## src/rtl/cpu_ctrl_pkg.sv

```systemverilog
// rtl/cpu_ctrl_pkg.sv - opcode/state enums and instruction field slicing for cpu_controller_param
package cpu_ctrl_pkg;

  typedef enum logic [2:0] {
    OP_NOP  = 3'b000,
    OP_LDI  = 3'b001,
    OP_ADD  = 3'b010,
    OP_SUB  = 3'b011,
    OP_AND  = 3'b100,
    OP_OR   = 3'b101,
    OP_JNZ  = 3'b110,
    OP_HALT = 3'b111
  } op_e;

  typedef enum logic [1:0] {
    ST_IDLE,
    ST_FETCH,
    ST_EXEC,
    ST_HALTED
  } state_e;

  localparam int OP_W = 3;

  // Instructions are passed zero-extended to 32 bits so one set of helpers serves every RIDX_W.
  function automatic op_e get_op(input logic [31:0] inst, input int inst_w);
    return op_e'(3'(inst >> (inst_w - OP_W)));
  endfunction

  function automatic logic [7:0] get_field(input logic [31:0] inst, input int pos,
                                           input int ridx_w);
    logic [31:0] mask;
    mask = (32'd1 << ridx_w) - 32'd1;
    return 8'((inst >> (pos * ridx_w)) & mask);
  endfunction

  function automatic logic [7:0] get_rd(input logic [31:0] inst, input int ridx_w);
    return get_field(inst, 2, ridx_w);
  endfunction

  function automatic logic [7:0] get_ra(input logic [31:0] inst, input int ridx_w);
    return get_field(inst, 1, ridx_w);
  endfunction

  function automatic logic [7:0] get_rb(input logic [31:0] inst, input int ridx_w);
    return get_field(inst, 0, ridx_w);
  endfunction

endpackage

```

## src/rtl/alu_param.sv

```systemverilog
// rtl/alu_param.sv - combinational ALU for cpu_controller_param
module alu_param
  import cpu_ctrl_pkg::*;
#(
  parameter int DATA_W = 4
) (
  input  op_e               op_i,
  input  logic [DATA_W-1:0] a_i,
  input  logic [DATA_W-1:0] b_i,
  output logic [DATA_W-1:0] y_o
);

  always_comb begin
    y_o = '0;
    case (op_i)
      OP_ADD:  y_o = a_i + b_i;
      OP_SUB:  y_o = a_i - b_i;
      OP_AND:  y_o = a_i & b_i;
      OP_OR:   y_o = a_i | b_i;
      default: y_o = '0;
    endcase
  end

endmodule

```

## src/rtl/cpu_controller_param.sv

```systemverilog
// rtl/cpu_controller_param.sv - step/run CPU controller with loadable imem and register file
module cpu_controller_param
  import cpu_ctrl_pkg::*;
#(
  parameter int DATA_W  = 4,
  parameter int RIDX_W  = 3,
  parameter int IMEM_AW = 3,
  localparam int INST_W = 3 + 3 * RIDX_W
) (
  input  logic               clk,
  input  logic               reset,
  input  logic [INST_W-1:0]  external,
  input  logic [IMEM_AW-1:0] ext_inst_addr,
  input  logic [DATA_W-1:0]  external_reg_file_data,
  input  logic [RIDX_W-1:0]  external_reg_file_index,
  input  logic               is_external,
  input  logic               load_to_inst_mem,
  input  logic               load_to_reg_file,
  input  logic               next_inst,
  input  logic               run_mode,
  output logic               busy,
  output logic               halted,
  output logic [IMEM_AW-1:0] pc,
  output logic [3:0][3:0]    display_out
);

  localparam int NREG   = 2 ** RIDX_W;
  localparam int IDEPTH = 2 ** IMEM_AW;

  state_e              state_q, state_d;
  logic [IMEM_AW-1:0]  pc_q, pc_d;
  logic [INST_W-1:0]   ir_q, ir_d;
  logic [DATA_W-1:0]   result_q, result_d;
  logic [RIDX_W-1:0]   last_rd_q, last_rd_d;
  logic                btn_prev_q;
  logic [DATA_W-1:0]   regs_q [NREG];
  logic [INST_W-1:0]   imem_q [IDEPTH];

  op_e                 op;
  logic [RIDX_W-1:0]   rd, ra, rb;
  logic [2*RIDX_W-1:0] imm;
  logic [DATA_W-1:0]   alu_y, wb_data;
  logic                writes_reg, wb_en, btn_rise, load_ok;

  assign op  = get_op(32'(ir_q), INST_W);
  assign rd  = RIDX_W'(get_rd(32'(ir_q), RIDX_W));
  assign ra  = RIDX_W'(get_ra(32'(ir_q), RIDX_W));
  assign rb  = RIDX_W'(get_rb(32'(ir_q), RIDX_W));
  assign imm = {ra, rb};

  assign btn_rise   = next_inst & ~btn_prev_q;
  assign load_ok    = (state_q == ST_IDLE) || (state_q == ST_HALTED);
  assign writes_reg = (op == OP_LDI) || (op == OP_ADD) || (op == OP_SUB) ||
                      (op == OP_AND) || (op == OP_OR);
  assign wb_en      = (state_q == ST_EXEC) && writes_reg;
  assign wb_data    = (op == OP_LDI) ? DATA_W'(imm) : alu_y;

  alu_param #(.DATA_W(DATA_W)) u_alu (
    .op_i (op),
    .a_i  (regs_q[ra]),
    .b_i  (regs_q[rb]),
    .y_o  (alu_y)
  );

  always_ff @(posedge clk or negedge reset) begin
    if (!reset) begin
      state_q    <= ST_IDLE;
      pc_q       <= '0;
      ir_q       <= '0;
      result_q   <= '0;
      last_rd_q  <= '0;
      btn_prev_q <= 1'b0;
    end else begin
      state_q    <= state_d;
      pc_q       <= pc_d;
      ir_q       <= ir_d;
      result_q   <= result_d;
      last_rd_q  <= last_rd_d;
      btn_prev_q <= next_inst;
    end
  end

  always_comb begin
    state_d   = state_q;
    pc_d      = pc_q;
    ir_d      = ir_q;
    result_d  = result_q;
    last_rd_d = last_rd_q;
    case (state_q)
      ST_IDLE: begin
        if (btn_rise || run_mode) state_d = ST_FETCH;
      end
      ST_FETCH: begin
        ir_d    = imem_q[pc_q];
        state_d = ST_EXEC;
      end
      ST_EXEC: begin
        if (writes_reg) begin
          result_d  = wb_data;
          last_rd_d = rd;
        end
        if (op == OP_HALT) begin
          state_d = ST_HALTED;
        end else begin
          pc_d    = (op == OP_JNZ && regs_q[rd] != '0) ? IMEM_AW'(imm) : pc_q + 1'b1;
          state_d = run_mode ? ST_FETCH : ST_IDLE;
        end
      end
      ST_HALTED: begin
        if (btn_rise) begin
          pc_d    = '0;
          state_d = ST_IDLE;
        end
      end
      default: state_d = ST_IDLE;
    endcase
  end

  // Board loads only land while idle/halted, so they never collide with an EXEC writeback.
  always_ff @(posedge clk or negedge reset) begin
    if (!reset) begin
      for (int i = 0; i < NREG; i++) regs_q[i] <= '0;
    end else begin
      if (load_ok && load_to_reg_file) regs_q[external_reg_file_index] <= external_reg_file_data;
      if (wb_en) regs_q[rd] <= wb_data;
    end
  end

  always_ff @(posedge clk) begin
    if (load_ok && load_to_inst_mem) imem_q[ext_inst_addr] <= external;
  end

  always_comb begin
    busy        = (state_q == ST_FETCH) || (state_q == ST_EXEC);
    halted      = (state_q == ST_HALTED);
    pc          = pc_q;
    display_out = '0;
    if (is_external) begin
      display_out[0] = 4'(regs_q[external_reg_file_index]);
      display_out[1] = 4'(regs_q[external_reg_file_index] >> 4);
      display_out[2] = 4'(external_reg_file_index);
    end else begin
      display_out[0] = 4'(result_q);
      display_out[1] = 4'(result_q >> 4);
      display_out[2] = 4'(last_rd_q);
    end
    display_out[3] = 4'(pc_q);
  end

endmodule

```

## config.mk

```make
export PLATFORM = sky130hd
export DESIGN_NAME = cpu_controller_param
export DESIGN_NICKNAME = d
export VERILOG_FILES = /design/src/rtl/cpu_ctrl_pkg.sv /design/src/rtl/alu_param.sv /design/src/rtl/cpu_controller_param.sv
export SDC_FILE = /design/constraint.sdc
export NUM_CORES = 1
export LEC_CHECK = 0
export CORE_ASPECT_RATIO = 1.1
export CORE_MARGIN = 4
export CORE_UTILIZATION = 35
export CTS_CLUSTER_SIZE = 30
export DETAILED_ROUTE_END_ITERATION = 10
export GPL_TIMING_DRIVEN = 1
export SLEW_MARGIN = 15
export SYNTH_ARGS = -nofsm -noshare
export SYNTH_HDL_FRONTEND = slang
export SYNTH_SLANG_ARGS = --single-unit
```

## constraint.sdc

```tcl
create_clock -name clk -period 9.39 [get_ports clk]
set_clock_uncertainty 0.2 [all_clocks]
set_input_delay 1.878 -clock clk [delete_from_list [all_inputs] [get_ports clk]]
set_output_delay 1.878 -clock clk [all_outputs]
set_load 0.01 [all_outputs]
```

# --- Word level (Yosys, flattened, before mapping) ---
# Memory sizes are Yosys's and may differ from the RTL's. A register that Yosys moved wholly into a read port is not among the register bits.
# Index checks and enable logic that the tools add are counted.
word_totals:
  ff_bits: 45
  ram_bits: 96
  inputBits: 29
  output_inout_bits: 21
  elab_cells: 98
  memories: 1
classes:
  n_addsub: 3
  magnitude_cmp: 6
  n_eq_ne: 13
  muxes: 34
  bitwise: 8
  n_reduce_logical: 20
mem_list:
  columns: ["memory", "words", "width", "rd", "rd_clocked_by_memory_dff", "wr", "line", "text"]
  rows:
  - ["imem_q", 8, 12, 1, 1, 1, "cpu_controller_param.sv:37", "logic [INST_W-1:0] imem_q [IDEPTH];"]
ops:
  columns: ["op", "count"]
  rows:
  - ["$bwmux W32", 2]
  - ["$mux W32", 2]
  - ["$bmux W4 S3", 4]
  - ["$mux W4", 11]
  - ["$demux W4 S3", 2]
  - ["$ge A4 B4 Y1 const B", 4]
  - ["$not A3 Y4", 4]
  - ["$pmux W4 S4", 1]
  - ["$eq A3 B3 Y1 const B", 4]
  - ["$mux W11", 1]
  - ["$mux W3", 3]
  - ["$lt A4 B1 Y1 const B", 2]
  - ["$pmux W2 S4", 1]
  - ["$logic_or A1 B1 Y1", 7]
  - ["$eq A3 B2 Y1 const B", 2]
  - ["$logic_and A1 B1 Y1", 6]
  - ["$mux W2", 3]
  - ["$pmux W3 S2", 1]
  - ["$add A4 B4 Y4", 1]
  - ["$and A4 B4 Y4", 1]
  - ["$eq A2 B2 Y1 const B", 2]
  - ["$ne A2 B1 Y1 const B", 2]
  - ["$or A4 B4 Y4", 1]
  - ["$reduce_and A2 Y1", 2]
  - ["other kinds (13)", 15]

# --- Logic depth before layout (Yosys ltp) ---
# Gate-level depths: netlist of the first run.
depth:
  word_depth: 9
  depth_mapped: 13
  depth_no_buf: 12

# --- By module ---
# Synthesis of the first run repeated with hierarchy kept, for this count alone.
hier_totals:
  cells_unflattened: 544
  area_unflattened_um2: 7827.5
by_module_without_submodules:
  columns: ["mod", "instances", "cells_per_inst", "area_per_inst_um2", "seq_area_each_um2"]
  rows:
  - ["cpu_controller_param", 1, 501, 7499.7, 4309.1]
  - ["alu_param", 1, 43, 327.8, 0.0]

# --- Least setup slack after synthesis of the first run ---
# No wires, ideal clock.
synth_timing:
  kind: "input-to-output"
  start: "input external_reg_file_index[1]"
  end: "output display_out[2] (netlist name)"
  arrival_ns: 3.348
  setup_slack_ns: 3.964
  cell_stages: 5
  path_cell_list: "clkbuf_1 buf_1 mux4_2 mux2i_1 a21oi_1"
synth_rtl:
  columns: ["element", "line", "text"]
  rows:
  - ["start, declared", "cpu_controller_param.sv:15", "input logic [RIDX_W-1:0] external_reg_file_index,"]
  - ["end, declared", "cpu_controller_param.sv:24", "output logic [3:0][3:0] display_out"]

==> flow_metrics.tcl, run 1 <==
set metrics [dict create \
    status "complete, no violations" \
    maxSlewHeadroom 0.1442 \
    h-tree-depth 4 \
    p_leak_nw 3.387 \
    antenna_found_initial 0 \
    worst_pin_slew_ps 1284 \
    synth.cells.most_frequent "edfxtp_1, dfrtp_1, nand2_1, nor2_1, mux4_2" \
    syn_to_final_growth_pct 17.23 \
    synth-edff-count 96 \
    fill_cells 2023 \
    initial_core_util 0.3590 \
    synth_warnings 0 \
    vias 4866 \
    die_area_sq_um 24580 \
    synth.distinct_cells 51 \
    cp_max_fo 17 \
    drive_gt1_frac 0.1928 \
    reg2reg_slack_ps 5340 \
    ys_top_cells_by_area "edfxtp_1, dfrtp_1, mux4_2, mux2i_1, mux2_2" \
    peakVddDrop_v 0.0001965 \
    max_freq_mhz 157.5 \
    p_int_w 0.001930 \
    grt_setup_unrepaired "no" \
    place_congestion 0.9308 \
    tns_ps 0 \
    cap_violations 0 \
    clock_latency_ps 430 \
    hp-start "last_rd_q[1]" \
    die_h_microns 164.0 \
    reg2reg_to "regs_q[11]" \
    switching_share 0.4019 \
    use_met2 0.2657 \
    clockBufferDepth 2 \
    grtUsageTotal 0.1584 \
    post-route-cell-area_sq_um 9082 \
    setup_viol 0 \
    combPwrFrac 0.436 \
    grt_pass1_vias 4992 \
    switching_power_w 0.001297 \
    grt_max_degree 58 \
    hold_viol 0 \
    async_flop_share 0.3725 \
    cp.arrival_ps 4270 \
    fin_crit_sh 0.6760 \
    post_cts_buffers 0 \
    r2r_cells 12 \
    cts_root_buffer "clkbuf_16" \
    syn_area_sq_um 7747 \
    wl_per_cell_microns 20.70 \
    io_pins 50 \
    cts-resized-gates 0 \
    start_kind "input pin" \
    grt_pass1_wl_microns 29320 \
    seqPwrFrac 0.345 \
    crit_required_ps 7310 \
    core_sq_um 21580 \
    cts_tree "yes" \
    io_buffers 43 \
    ant_nets 0 \
    timing.rr.start "ir_q[0]" \
    busiest_layer "met2" \
    netlist.top_cell.by_area "edfxtp_1" \
    ys_seq_area_frac 0.5562 \
    routed_wl_microns 18670 \
    dpl_cell_area_sq_um 8461 \
    cts_buffers 17 \
    crit_path_end_kind "primary output" \
    via_per_inst 5.395 \
    row_count 56 \
    synth-main-ff-cell "edfxtp_1" \
    clkSinkCount 153 \
    first_pass_iters 5 \
    clock_power_share 0.219 \
    period_needed_ps 6348 \
    min_to "last_rd_q[1]" \
    grtUsageMet1 0.2042 \
    powerDensity_nw_per_um2 355.3 \
    hold_ws_ps 292.9 \
    synthCells 560 \
    clkTransAtPathRegs_ps 70 \
    ys_ff_latch 153 \
    antenna_cells 0 \
    grt_use_met3 0.04249 \
    detail_route.iter0.violations 359 \
    maxSlewViolCount 0 \
    grt_remaining_overflow 0 \
    hp-class "register to register" \
    drc 0 \
    fp.dieW_microns 149.9 \
    critical_path_class "input pin to primary output" \
    avgSynthCellArea_sq_um 13.83 \
    dp.final_hpwl_microns 12760 \
    cts_hold_buf 0 \
    min_path_cells 2 \
    nNetsFinal 642 \
    synth_top_area_share 0.3721 \
    synth.most_common_cell "edfxtp_1" \
]
cell usage in the layout (no fill, tap or decap), types with 5 or more instances in the layout:
cell,synthesis,layout
nand2_1,50,50
nand3b_1,5,5
nor2b_1,8,8
o21ai_0,7,7
nor4_1,8,7
ha_1,13,13
edfxtp_1,96,96
a211oi_1,5,5
nor2_1,50,50
a21oi_1,27,27
buf_4,9,11
conb_1,1,6
a31oi_1,15,15
mux2i_1,35,35
mux4_1,6,6
inv_1,18,18
dfrtp_1,57,57
a22oi_1,8,8
mux2_2,17,17
clkdlybuf4s50_1,0,42
mux4_2,43,43
clkbuf_16,0,17
power by group through the flow:
stage / combinational [W] / sequential [W] / clock, W
2_1_floorplan: 0.00112 / 0.000972 / 0
5_1_grt: 0.00155 / 0.00113 / 0.000756
3_3_place_gp: 0.00137 / 0.00113 / 0
4_1_cts: 0.00141 / 0.00111 / 0.000721
3_5_place_dp: 0.00141 / 0.00112 / 0
6_report: 0.00141 / 0.00111 / 0.000706
final cells by class:
cell class	count	area (sq um)	share of cell area
tap	290	362.8	0.03995
clock buffer	17	425.4	0.04684
multi-input combinational	355	3213	0.3538
clock inverter	15	196.4	0.02163
inverter	18	67.56	0.007439
sequential	153	4309	0.4744
timing repair buffer	54	508.0	0.05593
worst max-delay path, cell delays in order:
cell             delay (ps)
clkdlybuf4s50_1        1010
mux4_2                  600
mux2i_1                 180
a21oi_1                 100
clkdlybuf4s50_1         500
layer usage:
metal  up-vias  part of all wire
met1      2493              0.42
met4         0             0.014
met3        21             0.053
met2       138              0.51
met5         -                 0
li1       2214                 -
cells by family (layout without fill, tap and decap cells):
group / count (synthesis) / after routing / share of synthesized area
AOI/OAI and AO/OA: 73 / 73 / 0.05862
xor gates and xnor gates: 3 / 3 / 0.005168
adders and majority gates: 17 / 17 / 0.02746
buffers and inverters: 57 / 104 / 0.03488
DFF: 153 / 153 / 0.5562
muxes: 104 / 104 / 0.2229
other: 1 / 6 / 0.0004840
and+or+nand+nor: 152 / 152 / 0.09432
how the worst max path moves through the flow:
stage,start,endpoint,slack [ps]
after floorplan,external_reg_file_index[1],display_out[2],3960
after global placement,external_reg_file_index[1],display_out[3],3120
after detailed placement,external_reg_file_index[1],display_out[3],3030
after CTS,external_reg_file_index[1],display_out[3],3020
after global routing,external_reg_file_index[1],display_out[3],2910
final,external_reg_file_index[1],display_out[3],3040
sequential cells by signal (all words and copies together), names as in the netlist:
name        flops
imem_q         96
regs_q         32
ir_q           12
result_q        4
last_rd_q       3
pc              3
state_q         2
btn_prev_q      1
stage by stage:
step           setup WS (ps)  power [W]  cells  utilization
2_1_floorplan           3964   0.002090    565            -
3_3_place_gp            3120   0.002498    870       0.3920
3_5_place_dp            3026   0.002530    870       0.3920
4_1_cts                 3017   0.003244    902       0.4209
5_1_grt                 2911   0.003433    902       0.4209
6_report                3042   0.003227    902       0.4209
Power figures use the tool's default switching activity.
==> run 2: changes to the inputs <==
==> constraint.sdc (replaced) <==
create_clock -name clk -period 5.12 [get_ports clk]
set_clock_uncertainty 0.2 [all_clocks]
set_input_delay 1.024 -clock clk [delete_from_list [all_inputs] [get_ports clk]]
set_output_delay 1.024 -clock clk [all_outputs]
set_load 0.01 [all_outputs]
==> flow_metrics.tcl, run 2 (same netlist as run 1, synthesis figures left out) <==
set metrics [dict create \
    hp-class "register to register" \
    maxSlewViolCount 0 \
    place_congestion 0.9200 \
    status "complete, no violations" \
    drc 0 \
    io_pins 50 \
    antenna_cells 0 \
    initial_core_util 0.3590 \
    crit_path_end_kind "primary output" \
    via_per_inst 5.429 \
    grtUsageTotal 0.1574 \
    crit_required_ps 3900 \
    reg2reg_slack_ps 1180 \
    clkSinkCount 153 \
    io_buffers 43 \
    maxSlewHeadroom 0.2698 \
    post-route-cell-area_sq_um 9099 \
    cts_hold_buf 0 \
    clkTransAtPathRegs_ps 60 \
    ant_nets 0 \
    period_needed_ps 4414 \
    layout_commonest_cell "edfxtp_1" \
    hold_viol 0 \
    antenna_found_initial 0 \
    layout_common_cells "edfxtp_1, dfrtp_1, nor2_1, nand2_1, mux4_2" \
    largest_register_ffs 96 \
    max_freq_mhz 226.6 \
    die_area_sq_um 24580 \
    dp_slack_ps 686.3 \
    instances_no_fill 903 \
    powerDensity_nw_per_um2 647.2 \
    fin_util 0.4216 \
    grt_setup_unrepaired "no" \
    post_cts_buffers 0 \
    syn_to_final_growth_pct 17.44 \
    fin_crit_sh 0.8621 \
    critical_path_class "input pin to primary output" \
    top_register "imem_q" \
    row_count 56 \
    routed_wl_microns 18530 \
    cts_tree "yes" \
    r2r_cells 10 \
    cp_max_fo 9 \
    top_regs "imem_q (96), regs_q (32), ir_q (12)" \
    setup_slack_ps 706.0 \
    dpl_cell_area_sq_um 8468 \
    tns_ps 0 \
    nNetsFinal 643 \
    core_sq_um 21580 \
    grt_pass1_vias 5108 \
    detail_route.iter0.violations 280 \
    start_kind "input pin" \
    h-tree-depth 4 \
    cts-resized-gates 0 \
    setup_viol 0 \
    min_path_cells 2 \
    vias 4902 \
    dp.final_hpwl_microns 12860 \
    dpl.cell_count 871 \
    cap_violations 0 \
    wl_per_cell_microns 20.52 \
    peakVddDrop_v 0.0004644 \
    worst_pin_slew_ps 1095 \
    grt_remaining_overflow 0 \
    die_h_microns 164.0 \
    drive_gt1_frac 0.1941 \
    clockBufferDepth 2 \
    cp.arrival_ps 3190 \
    grt_max_degree 58 \
    clock_latency_ps 420 \
    first_pass_iters 7 \
    cts_buffers 17 \
    p_leak_nw 3.397 \
    grt_pass1_wl_microns 29370 \
    fp.dieW_microns 149.9 \
    cts_root_buffer "clkbuf_16" \
]
run 2: critical path: stages:
cell and delay (ps):
clkdlybuf4s50_1 830, mux4_2 580, mux2i_1 160, a21oi_1 90, clkdlybuf4s50_1 500
run 2: cell type report:
class / instances / area, sq um
clock buffer: 17 / 425.4
timing repair buffer: 55 / 515.5
sequential: 153 / 4309
clock inverter: 15 / 205.2
tap: 290 / 362.8
multi-input combinational: 355 / 3213
inverter: 18 / 67.56
fill: 2001 / 12480
run 2: path summary, 6_finish.rpt:
| path | startpoint | to |
|---|---|---|
| max reg2reg | ir_q[0] | regs_q[2] |
| min | last_rd_q[0] | last_rd_q[0] |
| max in group asynchronous | reset | regs_q[21] |
| min reg2reg | last_rd_q[0] | last_rd_q[0] |
| min in group asynchronous | reset | regs_q[10] |
| max | external_reg_file_index[1] | display_out[2] |
run 2: metal layers:
layer  part of all wire  GRT usage  up-vias
li1                   -          -     2220
met1               0.42     0.1997     2488
met2               0.51     0.2731      172
met3              0.054    0.03504       22
met4              0.014    0.04160        0
met5                  0          0        -
run 2: metrics by stage:
step                power [W]  hold WS [ps]
floorplan            0.003832         241.9
global placement     0.004551         276.1
detailed placement   0.004620         282.3
CTS                  0.005936         298.4
global route         0.006279         316.7
finish               0.005889         291.0
run 2: report_power, final:
group / switching, W / internal, W
clock: 0.000590 / 0.000708
combinational: 0.00129 / 0.00125
sequential: 0.000468 / 0.00158
==> run 3: changes to the inputs <==
--- a/config.mk
+++ b/config.mk
@@ -11,6 +11,7 @@
 export CTS_CLUSTER_SIZE = 30
 export DETAILED_ROUTE_END_ITERATION = 10
 export GPL_TIMING_DRIVEN = 1
+export PLACE_DENSITY_LB_ADDON = 0.05
 export SLEW_MARGIN = 15
 export SYNTH_ARGS = -nofsm -noshare
 export SYNTH_HDL_FRONTEND = slang
==> flow_metrics.tcl, run 3 (same netlist as run 1, synthesis figures left out) <==
set metrics [dict create \
    status "complete, no violations" \
    detail_route.iter0.violations 305 \
    peakVddDrop_v 0.0002704 \
    dpl_cell_area_sq_um 8467 \
    p_leak_nw 3.361 \
    h-tree-depth 4 \
    r2r_cells 12 \
    crit_path_end_kind "primary output" \
    cts_root_buffer "clkbuf_16" \
    post-route-cell-area_sq_um 9049 \
    switching_share 0.4047 \
    core_sq_um 21580 \
    grt_setup_unrepaired "no" \
    p_int_w 0.003534 \
    antenna_cells 0 \
    crit_required_ps 3900 \
    antenna_found_initial 0 \
    max_stage_delay_ps 840 \
    grtUsageTotal 0.1766 \
    nNetsFinal 642 \
    vias 4912 \
    reg2reg_slack_ps 950 \
    clockBufferDepth 2 \
    grt_remaining_overflow 0 \
    clock_power_share 0.209 \
    grt_pass1_vias 5096 \
    start_kind "input pin" \
    ant_nets 0 \
    post_cts_buffers 0 \
    critPathTopFamily "buffers and inverters" \
    via_per_inst 5.446 \
    layout_common_cells "edfxtp_1, dfrtp_1, nand2_1" \
    die_area_sq_um 24580 \
    reg2reg_to "regs_q[27]" \
    grt_max_degree 55 \
    period_needed_ps 4511 \
    drive_gt1_frac 0.1961 \
    top_regs "imem_q (96), regs_q (32), ir_q (12)" \
    maxSlewViolCount 0 \
    switching_power_w 0.002403 \
    cts-resized-gates 0 \
    powerDensity_nw_per_um2 656.1 \
    worst_pin_slew_ps 1084 \
    cap_violations 0 \
    top_register "imem_q" \
    initial_core_util 0.3590 \
    largest_register_ffs 96 \
    cts_hold_buf 0 \
    cp_max_fo 10 \
    cpMaxStageDelayCell "clkdlybuf4s50_1" \
    io_buffers 43 \
    first_pass_iters 5 \
    hp-class "input pin to asynchronous set/reset pin" \
    io_pins 50 \
    fin_crit_sh 0.8811 \
    die_h_microns 164.0 \
    layout_commonest_cell "edfxtp_1" \
    critical_path_class "input pin to primary output" \
    timing.rr.start "ir_q[0]" \
    fp.dieW_microns 149.9 \
    tns_ps 0 \
    drc 0 \
    wl_per_cell_microns 22.80 \
    routed_wl_microns 20570 \
    cts_buffers 17 \
    clkSinkCount 153 \
    clock_latency_ps 420 \
    max_freq_mhz 221.7 \
    critPathBufInv 2 \
    combPwrFrac 0.440 \
    hold_viol 0 \
    seqPwrFrac 0.351 \
    row_count 56 \
    cp.arrival_ps 3290 \
    cp_cell_sequence "clkdlybuf4s50_1, mux4_2, mux2i_1, a21oi_1, clkdlybuf4s50_1" \
    setup_viol 0 \
    maxSlewHeadroom 0.2725 \
    grt_pass1_wl_microns 31970 \
    crit_top_cell "clkdlybuf4s50_1" \
    clkTransAtPathRegs_ps 60 \
    syn_to_final_growth_pct 16.80 \
    cts_tree "yes" \
    place_congestion 0.8423 \
    dp.final_hpwl_microns 14010 \
]
-- run 3: area by class of cell --
cell class,instances,area (sq um)
Clock buffer,18,429.2
Multi-Input combinational cell,355,3218
Fill cell,2063,12530
Tap cell,290,362.8
Timing Repair Buffer,54,508.0
Sequential cell,153,4310
Clock inverter,14,152.6
Inverter,18,67.56
-- run 3: worst register-to-register path, stage by stage, from the launching register on --
cell,delay (ps)
dfrtp_1,760
mux4_2,590
mux2i_1,340
ha_1,190
nor2_1,40
a21oi_1,210
inv_1,70
ha_1,280
a21o_1,160
a21oi_1,230
xnor3_1,320
mux2i_4,460
a22oi_1,170
-- run 3: how the worst max path moves through the flow --
stage,startpoint,to,cells past startpoint
after floorplan,external_reg_file_index[1],display_out[2],5
after global placement,external_reg_file_index[1],display_out[3],5
after detailed placement,external_reg_file_index[1],display_out[3],5
after CTS,external_reg_file_index[1],display_out[3],5
after global routing,external_reg_file_index[1],display_out[3],5
final,external_reg_file_index[1],display_out[3],5
-- run 3: metrics by stage --
stage / hold WS [ps] / total power (W) / setup slack, ps / utilization / std cells
2_1_floorplan: 241.9 / 0.003832 / 1402 / - / 565
3_3_place_gp: 261.0 / 0.004683 / 595.9 / 0.3923 / 870
3_5_place_dp: 259.7 / 0.004731 / 550.2 / 0.3923 / 870
4_1_cts: 177.1 / 0.006002 / 535.8 / 0.4193 / 902
5_1_grt: 186.8 / 0.006324 / 448.1 / 0.4193 / 902
6_report: 198.2 / 0.005937 / 608.6 / 0.4193 / 902
-- run 3: routing by layer --
metal  GRT usage  share of wire
met5           0              0
met4     0.06364          0.026
met3     0.03091          0.045
met2      0.3090           0.52
met1      0.2198           0.41
-- run 3: power groups by stage --
stage          clock network (W)  registers, W  logic [W]
2_1_floorplan                  0       0.00178    0.00205
3_3_place_gp                   0       0.00210    0.00258
3_5_place_dp                   0       0.00210    0.00263
4_1_cts                  0.00127       0.00208    0.00265
5_1_grt                  0.00133       0.00211    0.00289
6_report                 0.00124       0.00208    0.00261
